===== src/rtl/tick_timer_pkg.sv =====
// tick_timer_pkg: shared state encoding and default width for the tick countdown timer
package tick_timer_pkg;
  localparam int CNT_W_DEF = 7;
  typedef enum logic [1:0] {
    IDLE   = 2'd0,
    RUN    = 2'd1,
    HOLD   = 2'd2,
    EXPIRE = 2'd3
  } state_t;
endpackage


===== src/rtl/edge_sync_pulse.sv =====
// edge_sync_pulse: synchronizes an asynchronous level and emits a one-cycle pulse per rising edge
module edge_sync_pulse #(
  parameter int SYNC_STAGES = 2
) (
  input  logic clk,
  input  logic rst,
  input  logic async_in,
  output logic pulse
);
  logic [SYNC_STAGES-1:0] sync;
  logic prev;
  always_ff @(posedge clk)
    if (rst) begin
      sync <= '0;
      prev <= 1'b0;
    end else begin
      sync <= {sync[SYNC_STAGES-2:0], async_in};
      prev <= sync[SYNC_STAGES-1];
    end
  // both operands are flops, so the pulse cannot glitch
  assign pulse = sync[SYNC_STAGES-1] & ~prev;
endmodule


===== src/rtl/tick_countdown_timer.sv =====
// tick_countdown_timer: loadable down-counter advanced by rising edges of divided_clk
module tick_countdown_timer
  import tick_timer_pkg::*;
#(
  parameter int CNT_W       = CNT_W_DEF,
  parameter int SYNC_STAGES = 2
) (
  input  logic             clk,
  input  logic             rst,
  input  logic             divided_clk,
  input  logic             load,
  input  logic [CNT_W-1:0] load_val,
  input  logic             start,
  input  logic             pause,
  output logic [CNT_W-1:0] count,
  output logic             running,
  output logic             done,
  output logic             tick
);
  state_t state;
  edge_sync_pulse #(.SYNC_STAGES(SYNC_STAGES)) u_sync (
    .clk(clk),
    .rst(rst),
    .async_in(divided_clk),
    .pulse(tick)
  );
  always_ff @(posedge clk)
    if (rst) begin
      count <= '0;
      state <= IDLE;
    end else if (load) begin
      count <= load_val;
      state <= IDLE;
    end else
      unique case (state)
        IDLE: if (start) state <= (count != '0) ? RUN : EXPIRE;
        RUN:
          if (pause) state <= HOLD;
          else if (tick) begin
            count <= (count > CNT_W'(1)) ? count - CNT_W'(1) : '0;
            state <= (count > CNT_W'(1)) ? RUN : EXPIRE;
          end
        HOLD: if (start && !pause) state <= RUN;
        EXPIRE: state <= IDLE;
      endcase
  assign running = (state == RUN);
  assign done    = (state == EXPIRE);
endmodule


===== config.mk =====
export PLATFORM = sky130hd
export DESIGN_NAME = tick_countdown_timer
export DESIGN_NICKNAME = d
export VERILOG_FILES = /design/src/rtl/tick_timer_pkg.sv /design/src/rtl/edge_sync_pulse.sv /design/src/rtl/tick_countdown_timer.sv
export SDC_FILE = /design/constraint.sdc
export NUM_CORES = 1
export LEC_CHECK = 0
export CELL_PAD_IN_SITES_DETAIL_PLACEMENT = 0
export CELL_PAD_IN_SITES_GLOBAL_PLACEMENT = 2
export CORE_ASPECT_RATIO = 1.1
export CORE_MARGIN = 4
export CORE_UTILIZATION = 22
export CTS_CLUSTER_DIAMETER = 50
export DETAILED_ROUTE_END_ITERATION = 6
export GPL_TIMING_DRIVEN = 0
export PLACE_DENSITY_LB_ADDON = 0.2
export RECOVER_POWER = 25
export SLEW_MARGIN = 20
export SYNTH_ARGS = -nofsm -noshare
export SYNTH_HDL_FRONTEND = slang
export SYNTH_SLANG_ARGS = --single-unit

===== constraint.sdc =====
create_clock -name clk -period 1.6 [get_ports clk]
set_input_delay 0.32 -clock clk [delete_from_list [all_inputs] [get_ports clk]]
set_output_delay 0.32 -clock clk [all_outputs]
set_load 0.03 [all_outputs]

# Word-level counts from Yosys, hierarchy flattened
# Cells that the tools add are included.
[classes]
n_addsub = 1
bitwise = 2
eq_ne = 7
order_cmp = 1
reduce_logical = 9
n_mux = 12
[ops]
columns = ["op", "n"]
rows = [
  ["2-to-1 mux 7 bit", 5],
  ["2-to-1 mux 2 bit", 6],
  ["one-hot mux 2 bit (4 select lines)", 1],
  ["greater-than comparator 7 x 1 -> 1 bit, second input constant", 1],
  ["nonzero test 7 bit", 1],
  ["subtractor 7 x 1 -> 7 bit, second input constant", 1],
  ["inequality test 2 bit, second input constant", 3],
  ["AND reduction 3 bit", 2],
  ["equality test 2 bit, second input constant", 2],
  ["nonzero test 2 bit", 2],
  ["inequality test 3 x 2 -> 1 bit, second input constant", 1],
  ["equality test 2 x 1 -> 1 bit, second input constant", 1],
  ["logical NOT 2 bit", 1],
  ["OR reduction 2 bit", 1],
  ["bitwise AND 1 bit", 1],
  ["logical AND 1 bit", 1],
  ["logical NOT 1 bit", 1],
  ["NOT 1 bit", 1],
]
[word_totals]
input_bits = 13
register_bits = 12
out_inout_bits = 10
elab_cells = 36

# Longest topological paths before layout
[depth]
depth_word = 6
mapped_depth = 6
depth_no_buf = 6

# Cells and area by module
# From an unflattened synthesis, not the netlist that was laid out.
[unflattened]
cells_unflattened = 79
area_unflattened_um2 = 671.9
[modules_own_cells]
columns = ["module", "instances", "area_each_um2", "seq_area_each_um2", "cells_each"]
rows = [
  ["tick_countdown_timer", 1, 584.3, 180.2, 72],
  ["edge_sync_pulse", 1, 87.6, 60.1, 7],
]

# Worst setup path after synthesis
# OpenSTA, ideal clock, no wires.
[synth_path]
kind = "reg2reg"
startpoint = "register count[0]"
endpoint = "register count[6]"
t_required_ns = 1.468
path_buffers = 0
stages_incl_launch_ff = 7
setup_ns = 0.132
arrival_time_ns = 1.594
period_less_slack_ns = 1.727
slack_ns = -0.127
cell_sequence = "dfxtp_1 > inv_1 > ha_1 > or3b_1 > o31a_1 > o211ai_1 > a31oi_1"
[synth_between]
elab_chain_cells = 6
elab_cells_between_ends = 7
classes_between = "add/sub: 1; order compare: 1; mux: 5"
[synth_lines]
columns = ["item", "line_no", "rtl"]
rows = [
  ["from (decl)", "tick_countdown_timer.sv:15", "output logic [CNT_W-1:0] count,"],
  ["from (signal assigned)", "tick_countdown_timer.sv:32", "count <= load_val;"],
  ["from (signal assigned)", "tick_countdown_timer.sv:40", "count <= (count > CNT_W'(1)) ? count - CNT_W'(1) : '0;"],
  ["subtractor 7 x 1 -> 7 bit / greater-than comparator 7 x 1 -> 1 bit (equally long branches)", "tick_countdown_timer.sv:40", ""],
  ["2-to-1 mux 7 bit (*)", "tick_countdown_timer.sv:40", ""],
  ["2-to-1 mux 7 bit (*)", "tick_countdown_timer.sv:39", "else if (tick) begin"],
  ["2-to-1 mux 7 bit (*)", "tick_countdown_timer.sv:38", "if (pause) state <= HOLD;"],
  ["2-to-1 mux 7 bit (*)", "tick_countdown_timer.sv:35", "unique case (state)"],
  ["2-to-1 mux 7 bit (*)", "tick_countdown_timer.sv:31", "end else if (load) begin"],
]
# Every way passes the cells marked *; elsewhere a longest branch is shown, timed or not. The select of a mux whose other input is x is not followed.
# A chain may end at the register's enable or synchronous reset.

# Worst setup path in the final report
[layout_path]
startpoint = "register count[1]"
endpoint = "register count[6]"
# Same word-level chain as after synthesis.

==> summary.md <==
| Metric | Value |
|---|---|
| Starting Density | `approximately a quarter` |
| First-pass GRT wire length | `3550 um` |
| Post-synthesis sequential area ratio | `33.3%` |
| Post-Synthesis Net Count | `between 100 and 150` |
| H-tree depth | `1` |
| Hold Crit Class | `reg -> reg` |
| Yosys reg bits | `12` |
| Fmax | `615 MHz` |
| Skew-Pair Late Insertion Delay | `around 0.28 ns` |
| DRT Pass-1 Iters | `5` |
| Die height | `68.1 um` |
| Pwr Density | `752 nW/um^2` |
| FF-to-FF setup slack | `-0.03 ns` |
| CP Max Fanout | `4` |
| Total track usage | `10.8%` |
| Critical Path Source | `count[1]` |
| Grt ovf | `0` |
| Syn Inst Count | `roughly 90` |
| Vias in the first global route | `759` |
| Area post-placement | `985 sq um` |
| Fin area | `around 1100 sq um` |
| Status | `finished, violations left` |
| # DRC | `0` |
| Final ANT Viol Nets | `0` |
| Final worst setup slack | `-0.0264 ns` |
| Endpoints failing setup | `1` |
| Detailed Place HPWL | `1520 um` |
| Netlist cell types | `34` |
| Routed via count | `759` |
| Area leader, netlist | `dfxtp_1` |
| Pleak | `0.413 nW` |
| Post-synth top area share | `33.3%` |
| Area Growth Syn to Fin | `47.7%` |
| Buffers on Ports | `21` |
| Final Skew | `between 0.005 and 0.006 ns` |
| DIE AREA | `approximately 4300 sq um` |
| Metal-1 WL | `1080 um` |
| Iter 0 DRT Violations | `16` |
| Worst VDD drop | `0.000183 V` |
| Routed wire length per instance | `15.3 um` |
| Hold_ws | `roughly 0.45 ns` |
| Non-Filler Instances | `151` |
| FF-to-FF End | `count[6]` |
| Row count | `21` |
| Worst-margin pin slew | `0.513 ns` |
| Max-slew headroom | `65.5%` |
| Syn avg cell area | `8.11 sq um` |
| Final hold vios | `0` |
| RR Startpoint | `count[1]` |
| Ant. Diodes | `0` |
| # IOs | `23` |
| CP Launch Type | `flip-flop` |
| Crit path kind | `reg -> reg` |
| Cells after DPL | `144` |
| Final wirelength | `2310 um` |
| RSZ-0062 raised after global routing | `yes` |
| Highest routed layer | `met4` |
| CTS tree | `done` |
| Largest net degree at the start of global routing | `11` |
| Share of cells above drive strength 1 | `22.2%` |
| Worst R2R Path Depth | `6` |
| Crit path to | `count[6]` |
| Violated checks | `setup timing` |
| Crit end category | `flip-flop` |
| Final slew viol count | `0` |
| Max_cap viols | `0` |
| Crit share post-route | `102%` |
| Warnings, synthesis | `0` |
| Cts hold-fix bufs | `0` |
| Longest Clk Path Bufs | `2` |
| Final core occ | `approximately 34%` |
| DIE WIDTH | `roughly 63 um` |
| Via/cell ratio | `between 5 and 6` |
| GPL Wtd Cong | `slightly below 0.8` |
| Largest cells by area after synthesis | `dfxtp_1 (33%), a31oi_1 (6.1%), nand2_1 (5.2%), nor2b_1 (5.2%), inv_1 (4.2%)` |
| Crit path DAT | `1.78 ns` |
| CTS Buf Count | `3` |
| Post-Syn Area | `722 sq um` |
| Initial antenna violation count | `0` |
| Sink Count | `12` |
| Root buffer cell | `clkbuf_4` |
| Fin nets | `133` |
| Placeable Area | `3100 sq um` |
| Tmin final | `1.63 ns` |
| DR WL met2 | `roughly 1100 um` |
| Crit path required time | `around 1.8 ns` |
| WL met3 | `132 um` |
| Worst-path clk slew | `0.09 ns` |
-- logic make-up (layout without fill, tap and decap cells) --
| group | count (synthesis) | after routing | synth area share [%] |
|---|---|---|---|
| muxes | 1 | 1 | 1.39 |
| AOI/OAI and AO/OA | 20 | 20 | 22.0 |
| adders and majority gates | 2 | 2 | 3.47 |
| and+or+nand+nor | 41 | 41 | 32.1 |
| DFF | 12 | 12 | 33.3 |
| buffers and inverters | 13 | 41 | 7.80 |
-- what timing repair did --
action                                  CTS  global route
endpoints found under the hold margin     0             0
endpoints found under the setup margin   14            11
resized for setup                        19            12
cloned                                    0             1
pin swaps                                 1             5
setup buffers                             2             0
-- flip-flops by register name, summed over array words and instances (netlist names) --
register / cells
count: 7
state: 2
u_sync.prev: 1
u_sync.sync: 2
-- per-layer routing --
layer | vias up | global-route usage [%]
li1 | 380 | -
met1 | 351 | 13.3
met2 | 24 | 17.8
met3 | 4 | 2.96
met4 | 0 | 4.96
met5 | - | 0
-- cells in the final DEF, fill, tap and decap left out, types with 2 or more instances in the layout --
cell type / instances
nor2_1: 2
clkbuf_4: 3
nor4_2: 2
clkdlybuf4s50_1: 10
clkbuf_2: 3
and2_1: 2
dlygate4sd2_1: 8
nand3_1: 3
buf_4: 3
a311o_1: 2
nor2b_1: 6
nor3_1: 2
inv_1: 6
dfxtp_1: 9
or3_1: 3
nand2_1: 10
a31oi_1: 7
or3b_4: 2
inv_4: 2
dfxtp_4: 2
nand3b_1: 2
clkbuf_1: 2
nor4_1: 3
-- through the flow --
stage	TNS [ns]	setup slack, ns	power (mW)
CTS	-0.00807	-0.00511	0.799
floorplan	0	0.00811	0.456
global placement	-2.06	-0.354	0.539
global route	-0.143	-0.0915	0.845
detailed placement	-1.93	-0.334	0.540
finish	-0.0264	-0.0264	0.801
-- cell type report --
class,count,area [sq um]
Buffer,5,30.0
Clock buffer,4,36.3
Fill cell,345,2030
Inverter,8,35.0
Multi-Input combinational cell,64,468
Sequential cell,12,249
Tap cell,34,42.5
Timing Repair Buffer,24,205
-- report_power, final --
part | leakage (nW) | total [mW] | internal (mW) | switching (mW)
clock | 0.0210 | 0.256 | 0.139 | 0.118
combinational | 0.291 | 0.209 | 0.0962 | 0.113
sequential | 0.101 | 0.336 | 0.314 | 0.0219
total | 0.413 | 0.801 | 0.549 | 0.253
-- critical path, cell delays in order, from the launching register on --
cell and delay (ns):
dfxtp_4 0.37, inv_4 0.07, ha_4 0.13, or3b_4 0.40
o31a_1 0.24, o211ai_1 0.16, a31oi_1 0.11
-- synth_stat cells --
master / number
o31a_1: 1
a32o_1: 1
or3_1: 3
and2_1: 2
nand4_1: 1
nand2b_1: 1
buf_4: 2
nor4_1: 4
a31oi_1: 7
ha_1: 2
o41ai_2: 1
nand3_1: 3
or2_1: 1
mux2i_1: 1
nor2_1: 3
o21ai_0: 1
dfxtp_1: 12
inv_1: 8
o21bai_1: 1
or3b_1: 2
nor4_2: 1
a22oi_1: 1
clkbuf_1: 2
nand2_1: 10
o22ai_1: 1
a311o_1: 2
o211ai_1: 1
a31oi_2: 1
nor2b_1: 6
buf_1: 1
nor3_1: 2
a21oi_1: 1
nand3b_1: 2
a211o_1: 1
-- worst min path at each step --
stage / start / to / slack, ns / cells past startpoint
after floorplan: rst / u_sync.prev / 0.39 / 1
after global placement: u_sync.sync[0] / u_sync.sync[1] / 0.42 / 1
after detailed placement: u_sync.sync[0] / u_sync.sync[1] / 0.43 / 1
after CTS: u_sync.sync[0] / u_sync.sync[1] / 0.45 / 1
after global routing: u_sync.sync[0] / u_sync.sync[1] / 0.46 / 1
final: u_sync.sync[0] / u_sync.sync[1] / 0.45 / 1
Power figures use the tool's default switching activity.
